==> config.mk <==
export PLATFORM = sky130hd
export DESIGN_NAME = hazard_ctrl
export DESIGN_NICKNAME = d
export VERILOG_FILES = /design/src/rtl/hazard_ctrl.sv
export SDC_FILE = /design/constraint.sdc
export NUM_CORES = 1
export LEC_CHECK = 0
export CAP_MARGIN = 20
export CORE_MARGIN = 2
export CORE_UTILIZATION = 25
export DETAILED_ROUTE_END_ITERATION = 16
export PLACE_DENSITY_LB_ADDON = 0.25
export SYNTH_ARGS = -nofsm -noshare
export SYNTH_HDL_FRONTEND = slang
export SYNTH_SLANG_ARGS = --single-unit
==> constraint.sdc <==
create_clock -name clk -period 4.5 [get_ports clk]
set_input_delay 0.9 -clock clk [delete_from_list [all_inputs] [get_ports clk]]
set_output_delay 0.9 -clock clk [all_outputs]
set_load 0.005 [all_outputs]
==> src/rtl/hazard_ctrl.sv <==
// hazard_ctrl: pipeline stall/flush/freeze control with EX shadow, memory-wait FSM and perf counters
module hazard_ctrl (
  input  logic        clk,
  input  logic        rst,
  input  logic [4:0]  id_rs,
  input  logic [4:0]  id_rt,
  input  logic [4:0]  id_dst,
  input  logic        id_MemRead,
  input  logic        id_RegWrite,
  input  logic        id_Jump,
  input  logic        ex_branch_taken,
  input  logic        mem_req,
  input  logic        mem_ready,
  output logic        pc_write,
  output logic        ifid_write,
  output logic        if_flush,
  output logic        idex_bubble,
  output logic        freeze,
  output logic        mem_timeout,
  output logic [15:0] stall_cnt,
  output logic [15:0] flush_cnt
);
  typedef enum logic {RUN, MEM_WAIT} state_t;
  state_t      state_q, state_d;
  logic        ex_mem_read_q, ex_mem_read_d, ex_reg_write_q, ex_reg_write_d;
  logic [4:0]  ex_dst_q, ex_dst_d;
  logic [7:0]  wait_cnt_q, wait_cnt_d;
  logic        mem_timeout_q, mem_timeout_d;
  logic [15:0] stall_cnt_q, stall_cnt_d, flush_cnt_q, flush_cnt_d;
  logic        mem_stall, load_use, bubble, stall;
  always_comb begin
    mem_stall      = mem_req & ~mem_ready;
    load_use       = ex_mem_read_q & (ex_dst_q != 5'd0) & ((ex_dst_q == id_rs) | (ex_dst_q == id_rt));
    bubble         = ex_branch_taken | load_use;
    stall          = mem_stall | (~ex_branch_taken & load_use);
    freeze         = ~rst & mem_stall;
    pc_write       = ~rst & ~mem_stall & (ex_branch_taken | ~load_use);
    ifid_write     = pc_write;
    if_flush       = rst | (~mem_stall & (ex_branch_taken | (~load_use & id_Jump)));
    idex_bubble    = rst | (~mem_stall & bubble);
    state_d        = (state_q == RUN && mem_stall) ? MEM_WAIT :
                     (state_q == MEM_WAIT && mem_ready) ? RUN : state_q;
    ex_mem_read_d  = mem_stall ? ex_mem_read_q  : ~bubble & id_MemRead;
    ex_reg_write_d = mem_stall ? ex_reg_write_q : ~bubble & id_RegWrite;
    ex_dst_d       = mem_stall ? ex_dst_q : (bubble ? 5'd0 : id_dst);
    // counter parks at 255 so the timeout stays meaningful while the wait continues
    wait_cnt_d     = (state_q != MEM_WAIT || mem_ready) ? 8'd0 :
                     (wait_cnt_q == 8'hff) ? wait_cnt_q : wait_cnt_q + 8'd1;
    mem_timeout_d  = mem_timeout_q | (wait_cnt_d == 8'hff);
    stall_cnt_d    = (stall && stall_cnt_q != 16'hffff) ? stall_cnt_q + 16'd1 : stall_cnt_q;
    flush_cnt_d    = (if_flush && flush_cnt_q != 16'hffff) ? flush_cnt_q + 16'd1 : flush_cnt_q;
  end
  always_ff @(posedge clk) begin
    if (rst) begin
      state_q        <= RUN;
      ex_mem_read_q  <= 1'b0;
      ex_reg_write_q <= 1'b0;
      ex_dst_q       <= 5'd0;
      wait_cnt_q     <= 8'd0;
      mem_timeout_q  <= 1'b0;
      stall_cnt_q    <= 16'd0;
      flush_cnt_q    <= 16'd0;
    end else begin
      state_q        <= state_d;
      ex_mem_read_q  <= ex_mem_read_d;
      ex_reg_write_q <= ex_reg_write_d;
      ex_dst_q       <= ex_dst_d;
      wait_cnt_q     <= wait_cnt_d;
      mem_timeout_q  <= mem_timeout_d;
      stall_cnt_q    <= stall_cnt_d;
      flush_cnt_q    <= flush_cnt_d;
    end
  end
  assign mem_timeout = mem_timeout_q;
  assign stall_cnt   = stall_cnt_q;
  assign flush_cnt   = flush_cnt_q;
endmodule
* Word level (Yosys, flattened, before mapping)
Cells that the tools add are included.
** Word-level totals
- Flip-flop bits (word level) :: 48
- Output and inout port bits :: 38
- Input port bits :: 23
** Operators by class
- Reduce and logical (&&, ||, !) cells :: 7
- Add/sub/neg operators :: 3
- Mux-type cells :: 5
- Bitwise gates (word level) :: 26
- Eq/ne operators :: 6
** Operator list (count)
- $add A16 B1 Y16 const B :: 2
- $ne A16 B16 Y1 const B :: 2
- $eq A8 B8 Y1 const B :: 2
- $mux W8 :: 2
- $and A1 B1 Y1 :: 11
- $eq A5 B5 Y1 :: 2
- $add A8 B1 Y8 const B :: 1
- $or A1 B1 Y1 :: 8
- $not A1 Y1 :: 7
- $mux W5 :: 1
- $reduce_bool A5 Y1 :: 1
- $logic_and A1 B1 Y1 :: 4
- $mux W1 :: 2
- $reduce_bool A2 Y1 :: 1
- $logic_or A1 B1 Y1 :: 1

* Logic depth before layout (Yosys ltp)
Gate-level depths: netlist (run 1).
- Depth in word-level cells :: 9
- Depth in mapped cells :: 8
- Gate-level depth less buffers :: 7

* Worst setup path after synthesis (run 1)
No wires, ideal clock.
- Path type :: input-to-output
- From :: input id_rs[4]
- To :: output pc_write
- Path slack :: 1.559 ns
- Arrival time :: 2.041 ns
- Stages :: 6
- Buffers on the path :: 1
- Required time :: 3.600 ns
- Cell sequence :: xnor2_1 nand3_1 o22a_1 o21ai_1 nor2_1 buf_4
** On the way
- Cells in the longest elaborated chain, start to end :: 6
** Ends and longest elaborated chain
- start: declaration :: RTL line 5 : input logic [4:0] id_rs,
- $eq A5 B5 Y1 :: RTL line 33 : load_use = ex_mem_read_q & (ex_dst_q != 5'd0) & ((ex_dst_q == id_rs) | (ex_dst_q == id_rt));
- $or A1 B1 Y1 :: RTL line 33
- $and A1 B1 Y1 :: RTL line 33
- $not A1 Y1 :: RTL line 37 : pc_write = ~rst & ~mem_stall & (ex_branch_taken | ~load_use);
- $or A1 B1 Y1 :: RTL line 37
- $and A1 B1 Y1 :: RTL line 37
- end: declaration :: RTL line 14 : output logic pc_write,
Every way passes these cells.

* Worst setup path in the final report (run 1)
- From :: input id_rs[0]
- To :: output if_flush
** On the way
- Cells in the longest elaborated chain, start to end :: 8
** Ends and longest elaborated chain
- $eq A5 B5 Y1 :: RTL line 33
- $or A1 B1 Y1 :: RTL line 33
- $and A1 B1 Y1 :: RTL line 33
- $not A1 Y1 :: RTL line 39 : if_flush = rst | (~mem_stall & (ex_branch_taken | (~load_use & id_Jump)));
- $and A1 B1 Y1 :: RTL line 39
- $or A1 B1 Y1 :: RTL line 39
- $and A1 B1 Y1 :: RTL line 39
- $or A1 B1 Y1 :: RTL line 39
- end: declaration :: RTL line 16 : output logic if_flush,
Every way passes these cells.

==> results of run 1 <==
==> worst max-delay path: stages <==
cell,delay (ps)
clkdlybuf4s50_1,470
xnor2_1,110
nand3_1,110
o22ai_1,350
a21o_4,340
nand2_1,80
clkdlybuf4s50_1,450
==> cells in the mapped netlist, types with 5 or more instances <==
library cell	instances	area share (%)
o31ai_1	14	4.1
dfxtp_1	48	38
nand3_1	23	4.5
mux2_2	5	2.2
and3_1	10	2.4
nor2b_1	8	2.0
nor2_1	22	3.2
or4_1	13	3.8
o21ai_0	11	2.1
nor3_1	6	1.2
inv_1	10	1.5
a22o_1	5	1.7
a21oi_1	28	5.5
xnor2_1	11	3.8
clkbuf_1	9	1.3
nand4_1	8	2.0
nand2_1	20	2.9
==> area by class of cell <==
cell class	count	area, sq um
repair buffers	63	621
well taps	133	166
clock inverters	1	5.00
flip-flops and latches	48	961
inverters	10	37.5
fillers	1028	6500
multi-input cells	237	1500
clock buffers	6	72.6
==> per-stage QoR <==
step,std cells,hold WS [ps],cell area (sq um)
after floorplan,310,447,2560
after global placement,491,463,3280
after detailed placement,491,459,3280
after CTS,498,488,3360
after global routing,498,509,3360
final,498,488,3360
==> state kept, by name (all words and copies together), names as in the netlist <==
name and flops:
ex_dst_q 5, ex_mem_read_q 1, flush_cnt 16, mem_timeout 1
stall_cnt 16, state_q 1, wait_cnt_q 8
==> final timing paths <==
| path | slack [ps] | end | cells past startpoint | start |
|---|---|---|---|---|
| worst max register to register | 2130 | stall_cnt[10] | 6 | ex_dst_q[4] |
| worst min register to register | 490 | mem_timeout | 2 | mem_timeout |
| worst max-delay path | 770 | if_flush | 7 | id_rs[0] |
| worst min-delay path | 490 | mem_timeout | 2 | mem_timeout |
==> routing by layer <==
metal / vias up / GRT usage [%] / wire [microns]
met4: 0 / 2.29 / 33
met1: 1230 / 18.0 / 3510
met2: 41 / 20.6 / 3340
li1: 1271 / - / -
met3: 2 / 2.72 / 266
met5: - / 0 / 0
==> kinds of logic (layout without fill, tap and decap cells) <==
logic type / after synthesis / in the layout
xor gates and xnor gates: 12 / 12
DFF: 48 / 48
AOI/OAI and AO/OA: 83 / 83
and+or+nand+nor: 133 / 133
adders and majority gates: 3 / 3
muxes: 6 / 6
buffers and inverters: 25 / 80
==> power groups by stage <==
| stage | Clock, W | Combinational (W) | Sequential, W |
|---|---|---|---|
| after floorplan | 0 | 0.0000440 | 0.000446 |
| after global placement | 0 | 0.0000841 | 0.000447 |
| after detailed placement | 0 | 0.0000858 | 0.000448 |
| after CTS | 0.000260 | 0.0000863 | 0.000438 |
| after global routing | 0.000276 | 0.0000939 | 0.000439 |
| final | 0.000245 | 0.0000852 | 0.000438 |
==> results.cfg, run 1 <==
[routing]
first_pass_iters = 4
wire_per_inst_microns = 14.4
drt-initial-drc-count = 97
drcViolationCount = 0
ant_nets = 0
vias = 2544
vias_per_cell = 5.11
wl_microns = 7150

[timing]
tns_ps = 0
finalClockSkew_ps = 5.02
setup_viol = 0
fin_crit_ps = 3730
max_freq_mhz = 268
rsz0062_at_grt = false
finalMaxSlewViolations = 0
setup_ws_ps = 771
relSlewSlack_pct = 37.0
fin_crit_sh_pct = 82.9
worstMarginPinSlew_ps = 937
hold_viol = 0

[synth]
synth_simple_gate_area_share_pct = 28.6
ys_ff_latch = 48
syn_avg_cell_area_sq_um = 8.26
ys_warn_count = 0
synthAdderAreaFrac_pct = 1.47
yosysSeqAreaShare_pct = 37.5
syn_inst = 310
async_reset_ff_share_pct = 0
synth_top_flop_cell = dfxtp_1
synth_nets = 336
synth_area_sq_mm = 0.00256
synth_top_family_by_area = simple AND/OR/NAND/NOR gates
yosysUniqueCellTypes = 52
synth_mux_area_share_pct = 2.64
synth_compound_area_share_pct = 21.4
synth_edf_count = 0
yosys.area_share.xor_xnor_pct = 4.10

[power]
p_seq_share_pct = 57.0
pwr-share-clk_pct = 31.9
worst_ir_drop_vdd_uv = 127
comb_power_share_pct = 11.1
p_leak_nw = 1.09
p_per_area_mw_per_mm2 = 228
power.switching_w = 0.000187
sw_frac_of_total_pct = 24.4
finalPower_w = 0.000767
internal-power_w = 0.000580

[cells_and_area]
final_util_pct = 34.1
area_growth_pct = 31.2
nets = 391
final_common_cell = clkdlybuf4s50_1
antennaDiodeCount = 0
mostFrequentLayoutCells = 59 x clkdlybuf4s50_1, 48 x dfxtp_1, 28 x a21oi_1
final_layout_size_suffix_gt1_share_pct = 7.40

[floorplanning]
coreArea_sq_mm = 0.00986
ioPinCount = 61
die_h_microns = 105
die_area_sq_mm = 0.0111
die_w_microns = 105
start_util_pct = 26.0
num_rows = 36

[worst_setup_path]
worstPathRequired_ps = 3600
crit_path_end_kind = output pin
cp.arrival_ps = 2830
critPathLaunchType = input pin
path_max_fanout = 26
critPathKind = in2out

[place]
pre_cts_ws_ps = 753
dp_hpwl_microns = 5090
routabilityCongestion = 0.770
place.port_buffers = 59

[flow_run]
maxCapViolations = 0

[worst_hold_path]
hold_path_class = reg2reg

[cts]
clockBufferDepth = 2
insertion_delay_ps = 290
path_clk_slew_ps = 80
cts-buffers-inserted = 5
cts_setup_buffers = 0
clkSinkCount = 48
cts_root_buffer = clkbuf_8
post_cts_resized = 0
cts_tree = yes
cts_htree_levels = 2
hold_buffers = 0

[grt]
grt_max_degree = 33
globalRouteTotalUtil_pct = 12.9
grt_pass1_wl_microns = 11800
overflow = 0
grt_antenna_before_repair = 0
grt_pass1_vias = 2385

[outcome]
status = completed
(Power assumes the default switching activity.)
==> run 2, diff against run 1 <==
==> constraint.sdc (replaced) <==
create_clock -name clk -period 3.1 [get_ports clk]
set_input_delay 0.62 -clock clk [delete_from_list [all_inputs] [get_ports clk]]
set_output_delay 0.62 -clock clk [all_outputs]
set_load 0.005 [all_outputs]
==> results.cfg, run 2 (synthesis results as in run 1) <==
[cells_and_area]
antennaDiodeCount = 0
layout.cells.non_filler = 502
area_growth_pct = 33.3
mostFrequentLayoutCells = 59 x clkdlybuf4s50_1, 48 x dfxtp_1, 28 x a21oi_1
final_common_cell = clkdlybuf4s50_1
nFillCells = 1038
final_util_pct = 34.6
nets = 394
final_layout_size_suffix_gt1_share_pct = 8.40

[cts]
cts-buffers-inserted = 5
cts_tree = yes
cts_htree_levels = 2
clockBufferDepth = 2
cts_root_buffer = clkbuf_8
clkSinkCount = 48
path_clk_slew_ps = 90
hold_buffers = 0
post_cts_resized = 0
insertion_delay_ps = 300
cts_setup_buffers = 0

[routing]
drt-initial-drc-count = 106
wire_per_inst_microns = 14.0
drcViolationCount = 0
vias = 2533
wl_microns = 7030
ant_nets = 0
first_pass_iters = 4
vias_per_cell = 5.05

[grt]
grt_pass1_wl_microns = 11700
grt_pass1_vias = 2361
grt_antenna_before_repair = 0
overflow = 0
grt_max_degree = 32
globalRouteTotalUtil_pct = 12.9

[power]
p_leak_nw = 1.12
p_per_area_mw_per_mm2 = 357
worst_ir_drop_vdd_uv = 156

[worst_setup_path]
crit_buf_inv = 2
cpMostUsedCell = clkdlybuf4s50_1
worstPathRequired_ps = 2480
slowest_delay_ps = 520
path_max_fanout = 3
crit_chain = clkdlybuf4s50_1 -> xnor2_1 -> nand3_1 -> o22a_1 -> nor2_1 -> o21ai_0 -> nand2_1 -> clkdlybuf4s50_1
cp.arrival_ps = 2380
critPathSlowestCell = clkdlybuf4s50_1
critPathKind = in2out
critPathLaunchType = input pin
crit_family = buffers and inverters
crit_path_end_kind = output pin

[timing]
finalClockSkew_ps = 7.24
tns_ps = 0
finalMaxSlewViolations = 0
max_freq_mhz = 334
relSlewSlack_pct = 38.6
fin_crit_sh_pct = 96.7
worstMarginPinSlew_ps = 912
setup_viol = 0
fin_crit_ps = 3000
rsz0062_at_grt = false
hold_viol = 0

[floorplanning]
die_w_microns = 105
die_area_sq_mm = 0.0111
start_util_pct = 26.0
die_h_microns = 105
coreArea_sq_mm = 0.00986
ioPinCount = 61
num_rows = 36

[worst_hold_path]
hold_path_class = reg2reg

[place]
routabilityCongestion = 0.751
dp_hpwl_microns = 5060
place.port_buffers = 59
placed_cells = 494

[flow_run]
maxCapViolations = 0

[outcome]
status = completed
run 2: worst reg2reg max path, delay by kind of cell, from the launching register on:
family	cells	cell delay [ps]
compound gates	2	400
mux	1	360
flops	1	360
simple gates	3	970
buf+inv	1	200
run 2: through the flow:
stage                     power (W)  hold slack [ps]  setup slack [ps]  instance area, sq um
after floorplan            0.000711              447               719                  2560
after global placement     0.000775              467              73.5                  3310
after detailed placement   0.000776              463              54.2                  3310
after CTS                   0.00124              487              52.2                  3410
after global routing        0.00128              508              1.68                  3410
final                       0.00122              476               102                  3410
run 2: cell type report:
class                   instances  area (sq um)  share of cell area [%]
inverters                      10          37.5                    1.10
clock buffers                   6          72.6                    2.13
multi-input cells             237          1500                    43.9
repair buffers                 66           643                    18.8
clock inverters                 2          35.0                    1.03
flip-flops and latches         48           961                    28.2
well taps                     133           166                    4.88
run 2: final timing paths:
| path | from | cells past startpoint | slack (ps) | to |
|---|---|---|---|---|
| worst max-delay path | id_rs[4] | 8 | 100 | idex_bubble |
| worst min register to register | mem_timeout | 2 | 480 | mem_timeout |
| worst max register to register | ex_dst_q[4] | 7 | 700 | flush_cnt[8] |
| worst min-delay path | mem_timeout | 2 | 480 | mem_timeout |
run 2: report_power, final:
| part | total, W | switching (W) | internal (W) |
|---|---|---|---|
| sequential | 0.000635 | 0.0000107 | 0.000625 |
| clock | 0.000459 | 0.000219 | 0.000240 |
| combinational | 0.000125 | 0.0000580 | 0.0000665 |
run 2: layer usage:
| layer | vias to the layer above | global-route usage (%) | part of all wire [%] |
|---|---|---|---|
| met5 | - | 0 | 0 |
| met4 | 0 | 3.52 | 0.97 |
| met3 | 8 | 2.78 | 3.9 |
| met2 | 50 | 19.1 | 44 |
| met1 | 1195 | 18.7 | 51 |
| li1 | 1280 | - | - |
